--- src/rtl/ram_burst_reader.sv ---
// Read-side burst sequencer for the dual-port RAM: issues read strobes/addresses,
// absorbs the one-cycle read latency in a 3-entry FIFO and streams words with tlast.
module ram_burst_reader #(
    parameter int DATA_WIDTH = 8,
    parameter int ADDR_WIDTH = 5,
    parameter int LEN_WIDTH  = ADDR_WIDTH + 1
) (
    input  logic                  clk_i,
    input  logic                  rst_i,
    input  logic                  cmd_valid_i,
    output logic                  cmd_ready_o,
    input  logic [ADDR_WIDTH-1:0] cmd_addr_i,
    input  logic [LEN_WIDTH-1:0]  cmd_len_i,
    output logic [ADDR_WIDTH-1:0] rd_addr_o,
    output logic                  rd_o,
    input  logic [DATA_WIDTH-1:0] rd_data_i,
    output logic                  tvalid_o,
    input  logic                  tready_i,
    output logic [DATA_WIDTH-1:0] tdata_o,
    output logic                  tlast_o,
    output logic                  busy_o
);

    localparam int FIFO_DEPTH = 3;

    typedef enum logic {
        IDLE,
        READ
    } state_t;

    state_t                state_q, state_d;
    logic [ADDR_WIDTH-1:0] addr_q, addr_d;
    logic [LEN_WIDTH-1:0]  remaining_q, remaining_d;
    logic                  pending_q, pending_d;
    logic                  pending_last_q, pending_last_d;
    logic [DATA_WIDTH-1:0] fifo_data_q [FIFO_DEPTH];
    logic [DATA_WIDTH-1:0] fifo_data_d [FIFO_DEPTH];
    logic                  fifo_last_q [FIFO_DEPTH];
    logic                  fifo_last_d [FIFO_DEPTH];
    logic [1:0]            count_q, count_d;

    logic                  rd;
    logic                  fifo_push;
    logic                  fifo_pop;
    logic [1:0]            push_idx;

    // Reads in flight plus words held may never exceed the FIFO, so it cannot overflow.
    assign rd = (state_q == READ) && (remaining_q != '0) &&
                (({1'b0, count_q} + {2'b00, pending_q}) < 3'(FIFO_DEPTH));

    assign fifo_push = pending_q;
    assign fifo_pop  = tvalid_o && tready_i;
    assign push_idx  = count_q - 2'(fifo_pop);

    assign cmd_ready_o = (state_q == IDLE);
    assign busy_o      = (state_q == READ);
    assign rd_o        = rd;
    assign rd_addr_o   = addr_q;
    assign tvalid_o    = (count_q != 2'd0);
    assign tdata_o     = fifo_data_q[0];
    assign tlast_o     = tvalid_o && fifo_last_q[0];

    always_comb begin
        // NOTE: every _d signal takes its held value first, so no path can infer a latch.
        state_d        = state_q;
        addr_d         = addr_q;
        remaining_d    = remaining_q;
        pending_d      = rd;
        pending_last_d = pending_last_q;
        fifo_data_d    = fifo_data_q;
        fifo_last_d    = fifo_last_q;
        count_d        = count_q - 2'(fifo_pop) + 2'(fifo_push);

        case (state_q)
            IDLE: begin
                if (cmd_valid_i && (cmd_len_i != '0)) begin
                    state_d     = READ;
                    addr_d      = cmd_addr_i;
                    remaining_d = cmd_len_i;
                end
            end
            READ: begin
                if (rd) begin
                    addr_d         = addr_q + ADDR_WIDTH'(1);
                    remaining_d    = remaining_q - LEN_WIDTH'(1);
                    pending_last_d = (remaining_q == LEN_WIDTH'(1));
                end
                if (fifo_pop && fifo_last_q[0]) begin
                    state_d = IDLE;
                end
            end
        endcase

        // Shift-register FIFO: entry 0 is always the head, vacated slots refill with zero.
        if (fifo_pop) begin
            for (int i = 0; i < FIFO_DEPTH - 1; i++) begin
                fifo_data_d[i] = fifo_data_q[i+1];
                fifo_last_d[i] = fifo_last_q[i+1];
            end
            fifo_data_d[FIFO_DEPTH-1] = '0;
            fifo_last_d[FIFO_DEPTH-1] = 1'b0;
        end
        for (int i = 0; i < FIFO_DEPTH; i++) begin
            if (fifo_push && (push_idx == 2'(i))) begin
                fifo_data_d[i] = rd_data_i;
                fifo_last_d[i] = pending_last_q;
            end
        end
    end

    // NOTE: the FIFO storage is reset too, so tdata_o is a defined 0 straight out of reset.
    always_ff @(posedge clk_i or posedge rst_i) begin
        if (rst_i) begin
            state_q        <= IDLE;
            addr_q         <= '0;
            remaining_q    <= '0;
            pending_q      <= 1'b0;
            pending_last_q <= 1'b0;
            count_q        <= 2'd0;
            for (int i = 0; i < FIFO_DEPTH; i++) begin
                fifo_data_q[i] <= '0;
                fifo_last_q[i] <= 1'b0;
            end
        end else begin
            // NOTE: non-blocking updates so every register samples pre-edge values.
            state_q        <= state_d;
            addr_q         <= addr_d;
            remaining_q    <= remaining_d;
            pending_q      <= pending_d;
            pending_last_q <= pending_last_d;
            count_q        <= count_d;
            fifo_data_q    <= fifo_data_d;
            fifo_last_q    <= fifo_last_d;
        end
    end

    fifo_no_overflow : assert property (@(posedge clk_i) disable iff (rst_i)
        !(fifo_push && !fifo_pop && (count_q == 2'(FIFO_DEPTH))));

endmodule

--- config.mk ---
export PLATFORM = sky130hd
export DESIGN_NAME = ram_burst_reader
export DESIGN_NICKNAME = d
export VERILOG_FILES = /design/src/rtl/ram_burst_reader.sv
export SDC_FILE = /design/constraint.sdc
export NUM_CORES = 1
export LEC_CHECK = 0
export CORE_MARGIN = 3
export CORE_UTILIZATION = 50
export CTS_BUF_LIST = sky130_fd_sc_hd__clkbuf_4 sky130_fd_sc_hd__clkbuf_8 sky130_fd_sc_hd__clkbuf_16
export CTS_CLUSTER_SIZE = 20
export DETAILED_ROUTE_END_ITERATION = 12
export GPL_ROUTABILITY_DRIVEN = 0
export GPL_TIMING_DRIVEN = 0
export PLACE_DENSITY = 0.83
export SETUP_SLACK_MARGIN = 0.5
export SYNTH_ARGS = -nofsm -noshare
export SYNTH_HDL_FRONTEND = slang
export SYNTH_SLANG_ARGS = --single-unit
--- constraint.sdc ---
create_clock -name clk_i -period 3 [get_ports clk_i]
set_input_delay 0.3 -clock clk_i [delete_from_list [all_inputs] [get_ports clk_i]]
set_output_delay 0.3 -clock clk_i [all_outputs]
set_load 0.02 [all_outputs]
**After elaboration in Yosys (flattened, before gate mapping)**

Index checks and enable logic that the tools add are counted.

- Bitwise gates (word level): 1
- Muxes and demuxes: 17
- Add/subtract/negate cells: 5
- Equal/unequal tests: 5
- Magnitude comparators: 1
- Reductions and logical operators: 18

Operators with widths:

| kind | number |
|---|---|
| 24-bit two-way mux | 1 |
| 8-bit two-way mux | 3 |
| 6-bit two-way mux | 2 |
| 6-bit case mux with 2 select lines | 1 |
| 6-bit nonzero test | 2 |
| 5-bit two-way mux | 2 |
| 5-bit case mux with 2 select lines | 1 |
| 1-bit logical AND | 9 |
| 2-bit nonzero test | 4 |
| 6-bit by 1-bit equality test with 1-bit output, second input constant | 1 |
| 6-bit by 1-bit subtractor with 6-bit output, second input constant | 1 |
| 5-bit by 1-bit adder with 5-bit output, second input constant | 1 |
| 1-bit two-way mux | 5 |
| 2-bit by 1-bit inequality test with 1-bit output, second input constant | 2 |
| 2-bit AND reduction | 2 |
| 2-bit by 1-bit adder with 3-bit output | 1 |
| 3-bit by 2-bit < comparator with 1-bit output, second input constant | 1 |
| 3-bit two-way mux | 1 |
| 2-bit by 1-bit adder with 2-bit output | 1 |
| 2-bit by 1-bit equality test with 1-bit output, second input constant | 1 |
| 2-bit equality test, second input constant | 1 |
| 2-bit logical NOT | 1 |
| 1-bit case mux with 2 select lines | 1 |
| 2-bit by 1-bit subtractor with 2-bit output | 1 |
| 1-bit NOT | 1 |

- Output and inout port bits: 18
- Input bits: 23
- Word-level logic and storage cells: 59
- Register bits after elaboration: 43

**Depth between registers and ports, before layout**

Gate-level depths: netlist of the first run.

- Depth in word-level cells: 6
- Mapped depth: 11
- Gate-level depth less buffers: 8

**Worst setup path after synthesis of the first run**

No wires, ideal clock.

- Kind: reg-to-reg
- Start: register count_q[0]
- End: register fifo_last_q[1] (netlist bit)
- Setup slack: 0.504 ns
- Stages on the path, launching flop included: 11
- Library setup time: 0.132 ns
- Data arrival time: 2.364 ns
- Cells stage by stage: dfrtp_1 -> or2_2 -> clkbuf_1 -> nand2_2 -> inv_1 -> ha_1 -> nor2b_1 -> and2_1 -> clkbuf_1 -> clkbuf_1 -> o21ai_1

- Longest elaborated chain between the ends: 6

Ends and longest elaborated chain:

| item | line | text |
|---|---|---|
| from (decl) | 40 | `logic [1:0] count_q, count_d;` |
| from (signal assigned) | 131 | `count_q <= count_d;` |
| 2-bit nonzero test * | 59 | `assign tvalid_o = (count_q != 2'd0);` |
| via tvalid_o | 17 | `output logic tvalid_o,` |
| 1-bit logical AND * | 52 | `assign fifo_pop = tvalid_o && tready_i;` |
| 2-bit by 1-bit subtractor with 2-bit output | 53 | `assign push_idx = count_q - 2'(fifo_pop);` |
| 2-bit by 1-bit equality test with 1-bit output | 104 | `if (fifo_push && (push_idx == 2'(i))) begin` |
| 1-bit logical AND | 104 |  |
| 1-bit two-way mux or 2-bit nonzero test (tied branches) | n/a |  |
| to (signal assigned) | 133 | `fifo_last_q <= fifo_last_d;` |
| to (decl) | 38 | `logic fifo_last_q [FIFO_DEPTH];` |

Mark *: on every way through the listed nets, which the timed path passes. The rest lies on a longest branch.
A chain may end at the register's enable or synchronous reset.

**Worst setup path after layout of the first run**

- Start: register count_q[0]
- End: output rd_o

- Longest elaborated chain between the ends: 3

Ends and longest elaborated chain:

| item | line | text |
|---|---|---|
| 2-bit by 1-bit adder with 3-bit output | 49 | `(({1'b0, count_q} + {2'b00, pending_q}) < 3'(FIFO_DEPTH));` |
| 3-bit by 2-bit < comparator with 1-bit output | 49 |  |
| 1-bit logical AND | 48 | `assign rd = (state_q == READ) && (remaining_q != '0) &&` |
| to (decl) | 15 | `output logic rd_o,` |

No other way between the ends.

==> impl_metrics.yaml, run 1 <==
route:
  wl_met2_mm: 2.37
  totalWireLength_mm: 4.77
  wl_met3_microns: 281
  ant_nets: 0
  top_layer: "met4"
  routed_via_density: 5.41
  drtIter0Drc: 133
  post-route-drc-count: 0
  via_count: 1818
  wl_per_cell_microns: 14.2
  wl_met1_mm: 2.08
  dr.pass1.iters: 4
clock_tree:
  cts-htree-levels: 2
  cts_tree: "yes"
  clockRootBuffer: "clkbuf_8"
  holdBufCountCts: 0
  clock_path_buffers: 2
  cts.sinks: 43
  worst_skew_pair.late_latency_ns: 0.29
  clkSlewWorstSetupHoldPaths_ns: 0.07
  numCtsBuffers: 5
critical_path:
  crit_required_ns: 2.70
  slowest_stage: "dfrtp_1"
  cp.arrival_ns: 2.11
  crit_path_start_kind: "flip-flop"
  cp-end-kind: "output pin"
  critical_path_peak_fanout: 10
  max_stage_delay_ns: 0.40
  crit_chain: "ha_1 -> ha_1 -> a221o_1 -> clkbuf_8 -> inv_1 -> clkdlybuf4s15_2"
  cp_common_cell: "ha_1"
  path_class: "reg2out"
timing:
  maxSlewHeadroom: 0.691
  setup_viol: 0
  rsz0062_at_grt: "false"
  fmax_mhz: 416
  layout_min_cycle_time_ns: 2.41
  post-route-period-util: 0.802
  fin_tns_setup_ns: 0
  slew_violations: 0
  finalHoldViolations: 0
  finalWorstSetupSlack_ns: 0.594
  max_slew.worst_pin.slew_ns: 0.463
  fin_skew_ns: 0.00473
yosys:
  syn_area_per_cell_sq_um: 9.70
  ys_seq_elements: 43
  syn_area_sq_um: 2280
  ys_async_sr_fraction: 1.00
  synth_cell_types: 40
  synth_fp_nets: 265
  yosys.cell_count.top_type: "nand2_1"
  synthCells: 235
  netlist.top_cell.by_area: "dfrtp_1"
  yosysWarnings: 0
  synth_top_cells_by_count: "nand2_1 (46), dfrtp_1 (43), o21ai_0 (31)"
  synth.area.top_cells: "dfrtp_1 (47%), mux2i_1 (9.2%), nand2_1 (7.6%)"
  ys.flop_type: "dfrtp_1"
  netlist.area_leader.share: 0.472
  synth_edf_count: 0
  yosysSeqAreaShare: 0.472
placement:
  dp_hpwl_mm: 3.31
  io_buffers: 40
  dp_worst_setup_slack_ns: 0.114
  place_inst: 326
job:
  drv_cap: 0
global_routing:
  gr-total-overflow: 0
  grt_pass1_wl_mm: 7.82
  grt_max_degree: 44
  gr-usage-all-layers: 0.187
  grt_pass1_vias: 1726
  antenna_found_initial: 0
floorplan:
  io_pins: 41
  die_h_microns: 73.5
  start_util: 0.542
  rows: 23
  dieArea_sq_um: 5400
  die_width_microns: 73.5
  coreArea_sq_um: 4200
outcome:
  outcome: "finished clean"
final_layout:
  utilization: 0.688
  drive_gt1_frac: 0.150
  area_delta_synth_final_pct: 26.9
  final_nets: 315
  diodes: 0
  instances_no_fill: 336
power:
  power_density_nw_per_um2: 1050
  leakage_nw: 1.36
  ir_drop_v: 0.000632
hold_path:
  hp-class: "in2async"
-- routing by layer --
metal | up-vias | global-route usage
li1 | 902 | -
met1 | 854 | 0.224
met2 | 58 | 0.330
met3 | 4 | 0.0451
met4 | 0 | 0.0563
met5 | - | 0
-- critical path: cells and delay by family, from the launching register on --
kind	cells	cell delay [ns]
AOI/OAI and AO/OA	1	0.40
adders and majority gates	2	0.46
buffers and inverters	3	0.56
DFF	1	0.40
-- layout by cell type (no fill, tap or decap), types with 3 or more instances in the layout --
master / Yosys / layout
nand2_1: 46 / 46
nor4_1: 3 / 3
dfrtp_1: 43 / 43
clkbuf_8: 2 / 7
or2_2: 3 / 3
inv_1: 10 / 9
ha_1: 7 / 7
nor2_1: 7 / 6
buf_4: 9 / 13
clkbuf_2: 0 / 3
nand3_1: 5 / 5
clkdlybuf4s50_1: 0 / 39
mux2i_1: 21 / 21
a211o_1: 4 / 4
o21ai_0: 31 / 31
-- path summary, 6_finish.rpt --
path / endpoint / from / slack [ns] / cells past startpoint
max in group asynchronous: fifo_last_q[2] / rst_i / 2.44 / 3
min reg2reg: rd_addr_o[4] / rd_addr_o[4] / 0.52 / 1
max reg2reg: fifo_data_q[8] / count_q[1] / 0.68 / 11
min in group clk_i: rd_addr_o[4] / rd_addr_o[4] / 0.52 / 1
min: rd_addr_o[2] / rst_i / 0.34 / 3
max: rd_o / count_q[0] / 0.59 / 6
-- power breakdown --
part / switching (mW) / internal (mW)
logic: 0.895 / 0.812
clock network: 0.184 / 0.181
registers: 0.152 / 0.808
-- timing repair --
item | 4_1_cts | 5_1_grt
gates resized for setup | 12 | 1
endpoints found under the setup margin | 28 | 2
setup buffers | 1 | 1
cloned | 0 | 0
pin swaps | 1 | 0
-- flip-flops by register name, indices dropped and copies added, names as in the netlist --
name            cells
tdata_o             8
fifo_data_q        16
fifo_last_q         3
remaining_q         6
busy_o              1
rd_addr_o           5
count_q             2
fifo_push           1
pending_last_q      1
-- area by class of cell --
class	instances	area [sq um]
Clock buffer	7	83.8
Fill cell	347	1310
Clock inverter	1	5.00
Buffer	21	160
Sequential cell	43	1080
Tap cell	50	62.6
Timing Repair Buffer	43	437
Inverter	11	41.3
Multi-Input combinational cell	160	1030
-- stage by stage --
stage                     cell area, sq um  power [mW]  hold slack, ns
after floorplan                       2280        2.11           0.417
after global placement                2740        2.58           0.503
after detailed placement              2760        2.63           0.502
after CTS                             2880        3.05           0.347
after global routing                  2890        3.27           0.373
final                                 2890        3.03           0.341
-- logic make-up after synthesis --
family	count (synthesis)	synth area share
flip-flops	43	0.472
buffers and inverters	32	0.0840
multiplexers	21	0.0923
adder cells (fa/ha/maj)	7	0.0384
AND/OR/NAND/NOR	78	0.157
XOR/XNOR	3	0.0115
AO/OA/AOI/OAI	51	0.145
No activity file was read; power rests on OpenSTA's default activity.
==> inputs of run 2 (changes only) <==
- CORE_UTILIZATION: 50 -> 47
- PLACE_DENSITY: 0.83 -> 0.82
- clock period: 3 -> 2 ns (I/O delays scaled with it)
==> run 2 against run 1 <==
Net effect:
- sequential cell count unchanged
- first-iteration DRC count up 6.0%
- via count up 15%
- core utilization up 15 points
- sequential power up 56%
- largest power group unchanged
- critical path depth unchanged
- the flow now finishes with violations (setup timing)
==> impl_metrics.yaml, run 2 (synthesis gave the netlist of run 1 again) <==
timing:
  max_slew.worst_pin.slew_ns: 0.515
  finalHoldViolations: 0
  finalWorstSetupSlack_ns: -0.0767
  post-route-period-util: 1.04
  fin_skew_ns: 0.0120
  fmax_mhz: 482
  layout_min_cycle_time_ns: 2.08
  setup_viol: 19
  rsz0062_at_grt: "true"
  slew_violations: 0
  maxSlewHeadroom: 0.657
global_routing:
  grt_pass1_wl_mm: 9.96
  gr-total-overflow: 0
  antenna_found_initial: 0
  grt_max_degree: 43
  grt_pass1_vias: 2072
  gr-usage-all-layers: 0.232
critical_path:
  cp-end-kind: "output pin"
  r2r_end: "fifo_data_q[2]"
  path_class: "reg2out"
  critical_path_peak_fanout: 3
  crit_path_start_kind: "flip-flop"
  crit_required_ns: 1.80
  cp.arrival_ns: 1.88
  ff2ff_path_depth: 12
  r2r_slack_ns: -0.07
  r2r-start: "count_q[0]"
clock_tree:
  numCtsBuffers: 5
  cts_tree: "yes"
  clockRootBuffer: "clkbuf_8"
  clock_path_buffers: 2
  cts.sinks: 43
  clkSlewWorstSetupHoldPaths_ns: 0.08
  cts-htree-levels: 2
  worst_skew_pair.late_latency_ns: 0.31
power:
  power_mw: 7.05
  leakage_nw: 1.87
  power_density_nw_per_um2: 1870
  ir_drop_v: 0.000998
final_layout:
  final_nets: 350
  layout_common_cells: "dfrtp_1 (41), buf_4 (31), mux2i_1 (21)"
  diodes: 0
  area_delta_synth_final_pct: 65.5
  final_common_cell: "dfrtp_1"
  utilization: 0.837
  design_area_sq_um: 3770
  drive_gt1_frac: 0.464
  largest_reg_flops: 16
  top_register: "fifo_data_q"
outcome:
  violations: "setup timing"
  outcome: "complete, but fails checks"
floorplan:
  io_pins: 41
  rows: 24
  start_util: 0.506
  dieArea_sq_um: 5720
  coreArea_sq_um: 4500
  die_h_microns: 75.6
  die_width_microns: 75.6
hold_path:
  hp-class: "in2async"
job:
  drv_cap: 0
route:
  dr.pass1.iters: 4
  drtIter0Drc: 141
  routed_via_density: 5.62
  wl_per_cell_microns: 18.1
  totalWireLength_mm: 6.73
  ant_nets: 0
  post-route-drc-count: 0
  via_count: 2098
placement:
  io_buffers: 40
  placed_area_sq_um: 2900
  dp_hpwl_mm: 3.45
-- run 2: cell count changes in the layout (fill, tap and decap cells not counted), sizes merged --
cell,delta
clkinv,-1
dlymetal6s2s,+5
inv,-1
bufinv,+2
buf,+41
clkinvlp,+2
clkdlybuf4s50,-21
dlygate4sd2,+13
clkbuf,-5
-- run 2: stage by stage --
step / setup slack, ns / hold slack [ns] / setup TNS [ns] / instances
after floorplan: 0.0510 / 0.317 / 0 / 235
after global placement: -0.337 / 0.504 / -7.98 / 327
after detailed placement: -0.343 / 0.379 / -3.32 / 328
after CTS: -0.0427 / 0.0617 / -0.0427 / 363
after global routing: -0.150 / 0.0592 / -2.16 / 373
final: -0.0767 / 0.0594 / -0.677 / 373
-- run 2: critical path, stage by stage, from the launching register on --
cell	delay, ns
dfrtp_1	0.45
ha_4	0.19
ha_4	0.22
a221o_1	0.36
clkbuf_8	0.17
clkinvlp_4	0.08
buf_6	0.11
-- run 2: worst max-delay path by stage --
stage               startpoint              end  slack (ns)
floorplan           count_q[1]  fifo_data_q[10]        0.05
global placement     fifo_push             rd_o       -0.34
global route        count_q[0]   fifo_data_q[2]       -0.15
detailed placement   fifo_push             rd_o       -0.34
finish              count_q[0]             rd_o       -0.08
CTS                 count_q[0]             rd_o       -0.04
-- run 2: what timing repair did --
action | in CTS | in global routing
buffers inserted | 24 | 10
gates resized for setup | 104 | 64
pin swaps | 17 | 9
setup endpoints to repair | 59 | 48
hold buffers | 0 | 0
gates cloned | 3 | 0
-- run 2: power breakdown --
part           leakage, nW  total, mW  switching, mW  internal [mW]
Sequential           0.535       1.50          0.281           1.22
Clock               0.0644      0.818          0.320          0.498
Combinational         1.27       4.74           2.22           2.52
Total                 1.87       7.05           2.82           4.23
-- run 2: cell type report --
type	count	area, sq um
fillers	234	733
flip-flops and latches	43	1080
repair buffers	78	783
well taps	52	65.1
clock buffers	5	68.8
plain buffers	21	246
inverters	11	57.6
multi-input cells	160	1400
clock inverters	3	67.6
-- run 2: routing by layer --
layer  routed length [microns]  share of wire  global-route usage  vias up
met5                         0              0                   0        -
met4                       225          0.033              0.0796        0
met3                       250          0.037              0.0396       23
met2                      3560           0.53               0.411       74
met1                      2700           0.40               0.284     1023
li1                          -              -                   -      978
==> inputs of run 3 (changes only) <==
- PLACE_DENSITY: 0.82 -> 0.84
==> run 3 against run 2 <==
Net effect:
- sequential share of layout area increased by 0.46 points
- final area decreased by 1.5%
- largest cell class unchanged
- highest routed layer unchanged
- sequential power about the same
- core utilization decreased by 1.2 points
- the run still ends with setup timing left
- clock skew increased by 0.0046 ns
- routed wire length increased by 8.0%
- non-clock buffer count increased by 2
- largest power group unchanged
==> impl_metrics.yaml, run 3 (synthesis gave the netlist of run 1 again) <==
outcome:
  outcome: "complete, but fails checks"
  violations: "setup timing"
placement:
  io_buffers: 40
  dp_hpwl_mm: 3.57
floorplan:
  die_width_microns: 75.6
  dieArea_sq_um: 5720
  rows: 24
  coreArea_sq_um: 4500
  die_h_microns: 75.6
  start_util: 0.506
  io_pins: 41
final_layout:
  largest_reg_flops: 16
  layout_common_cells: "dfrtp_1 (40), buf_4 (29), mux2i_1 (21)"
  final_common_cell: "dfrtp_1"
  drive_gt1_frac: 0.464
  n_fill_cell: 234
  final_nets: 352
  diodes: 0
  area_delta_synth_final_pct: 63.1
  utilization: 0.825
  top_register: "fifo_data_q"
timing:
  layout_min_cycle_time_ns: 2.10
  maxSlewHeadroom: 0.637
  fin_skew_ns: 0.0166
  finalWorstSetupSlack_ns: -0.104
  post-route-period-util: 1.05
  slew_violations: 0
  finalHoldViolations: 0
  max_slew.worst_pin.slew_ns: 0.545
  fmax_mhz: 475
  rsz0062_at_grt: "true"
  setup_viol: 15
clock_tree:
  holdBufCountCts: 0
  cts.sinks: 43
  cts_tree: "yes"
  cts-htree-levels: 2
  numCtsBuffers: 5
  clockRootBuffer: "clkbuf_8"
  clkSlewWorstSetupHoldPaths_ns: 0.09
  worst_skew_pair.late_latency_ns: 0.30
  clock_path_buffers: 2
critical_path:
  crit_path_start_kind: "flip-flop"
  crit_required_ns: 2.22
  path_class: "reg2reg"
  cp.arrival_ns: 2.32
  critical_path_peak_fanout: 5
  cp-end-kind: "flip-flop"
power:
  power_density_nw_per_um2: 1910
  ir_drop_v: 0.00156
  power_mw: 7.09
  clkPwrFrac: 0.100
  pwr-share-seq: 0.210
  p_comb_frac: 0.690
  leakage_nw: 1.82
  power.switching_mw: 2.82
  p_sw_frac: 0.398
  power.internal_mw: 4.27
route:
  dr.pass1.iters: 4
  via_count: 2204
  ant_nets: 0
  drtIter0Drc: 167
  totalWireLength_mm: 7.27
  post-route-drc-count: 0
  wl_per_cell_microns: 19.4
  routed_via_density: 5.88
global_routing:
  grt_max_degree: 35
  gr-total-overflow: 0
  grt_pass1_vias: 2149
  gr-usage-all-layers: 0.237
  antenna_found_initial: 0
  grt_pass1_wl_mm: 10.2
hold_path:
  hp-class: "in2async"
job:
  drv_cap: 0
run 3: cell count changes in the layout (fill, tap and decap cells not counted), sizes merged:
cell,change
clkbuf,+3
buf,+2
bufinv,-1
clkdlybuf4s15,-1
clkinvlp,-1
run 3: worst max-delay path, stage by stage, from the launching register on:
cell and delay [ns]:
dfrtp_1 0.40, buf_6 0.12, or2_4 0.23, buf_8 0.13, nand2_8 0.06, inv_8 0.03
ha_4 0.17, xnor2_4 0.21, and3_4 0.22, clkbuf_16 0.15, buf_8 0.12, nand2_2 0.06
o21ai_1 0.12
run 3: what timing repair did:
item,CTS,global route
gates cloned,4,1
gates resized for setup,109,50
endpoints found under the setup margin,59,48
pin swaps,19,9
setup buffers,26,8
run 3: layout make-up:
cell class                      instances  area, sq um  share of cell area
Timing Repair Buffer                   80          823               0.222
Clock buffer                            7         83.8              0.0226
Clock inverter                          1         30.0             0.00808
Inverter                               11         57.6              0.0155
Sequential cell                        43         1080               0.291
Multi-Input combinational cell        160         1340               0.360
Tap cell                               52         65.1              0.0175
Buffer                                 21          240              0.0646
run 3: routing by layer:
| metal | wire length (microns) | vias to the layer above | global-route usage |
|---|---|---|---|
| met5 | 0 | - | 0 |
| met4 | 224 | 0 | 0.0738 |
| met3 | 421 | 20 | 0.0541 |
| met2 | 3870 | 100 | 0.417 |
| met1 | 2760 | 1101 | 0.290 |
| li1 | - | 983 | - |
run 3: metrics by stage:
stage / setup WS, ns / area [sq um] / setup TNS [ns] / instances / hold slack [ns]
after floorplan: 0.0510 / 2410 / 0 / 235 / 0.317
after global placement: -0.335 / 2880 / -7.58 / 327 / 0.508
after detailed placement: -0.332 / 2900 / -2.69 / 328 / 0.467
after CTS: -0.0236 / 3490 / -0.0236 / 366 / 0.144
after global routing: -0.142 / 3720 / -1.92 / 375 / 0.150
final: -0.104 / 3720 / -0.431 / 375 / 0.134
run 3: path summary, 6_finish.rpt:
path                           startpoint              to  slack, ns  depth (start not counted)
max in group asynchronous           rst_i  remaining_q[4]       1.39                          3
min in group clk_i           cmd_len_i[2]  remaining_q[2]       0.28                          3
setup reg to reg               count_q[0]  fifo_last_q[2]      -0.10                         12
hold reg to reg            fifo_data_q[3]  fifo_data_q[3]       0.52                          2
setup / recovery               count_q[0]  fifo_last_q[2]      -0.10                         12
hold / removal                      rst_i  fifo_data_q[8]       0.13                          2
run 3: power groups by stage:
stage | Sequential (mW) | Combinational (mW) | Clock [mW]
floorplan | 1.48 | 2.05 | 0
global placement | 1.47 | 2.78 | 0
detailed placement | 1.48 | 2.86 | 0
CTS | 1.45 | 4.27 | 0.698
global route | 1.52 | 5.19 | 0.739
finish | 1.49 | 4.89 | 0.710
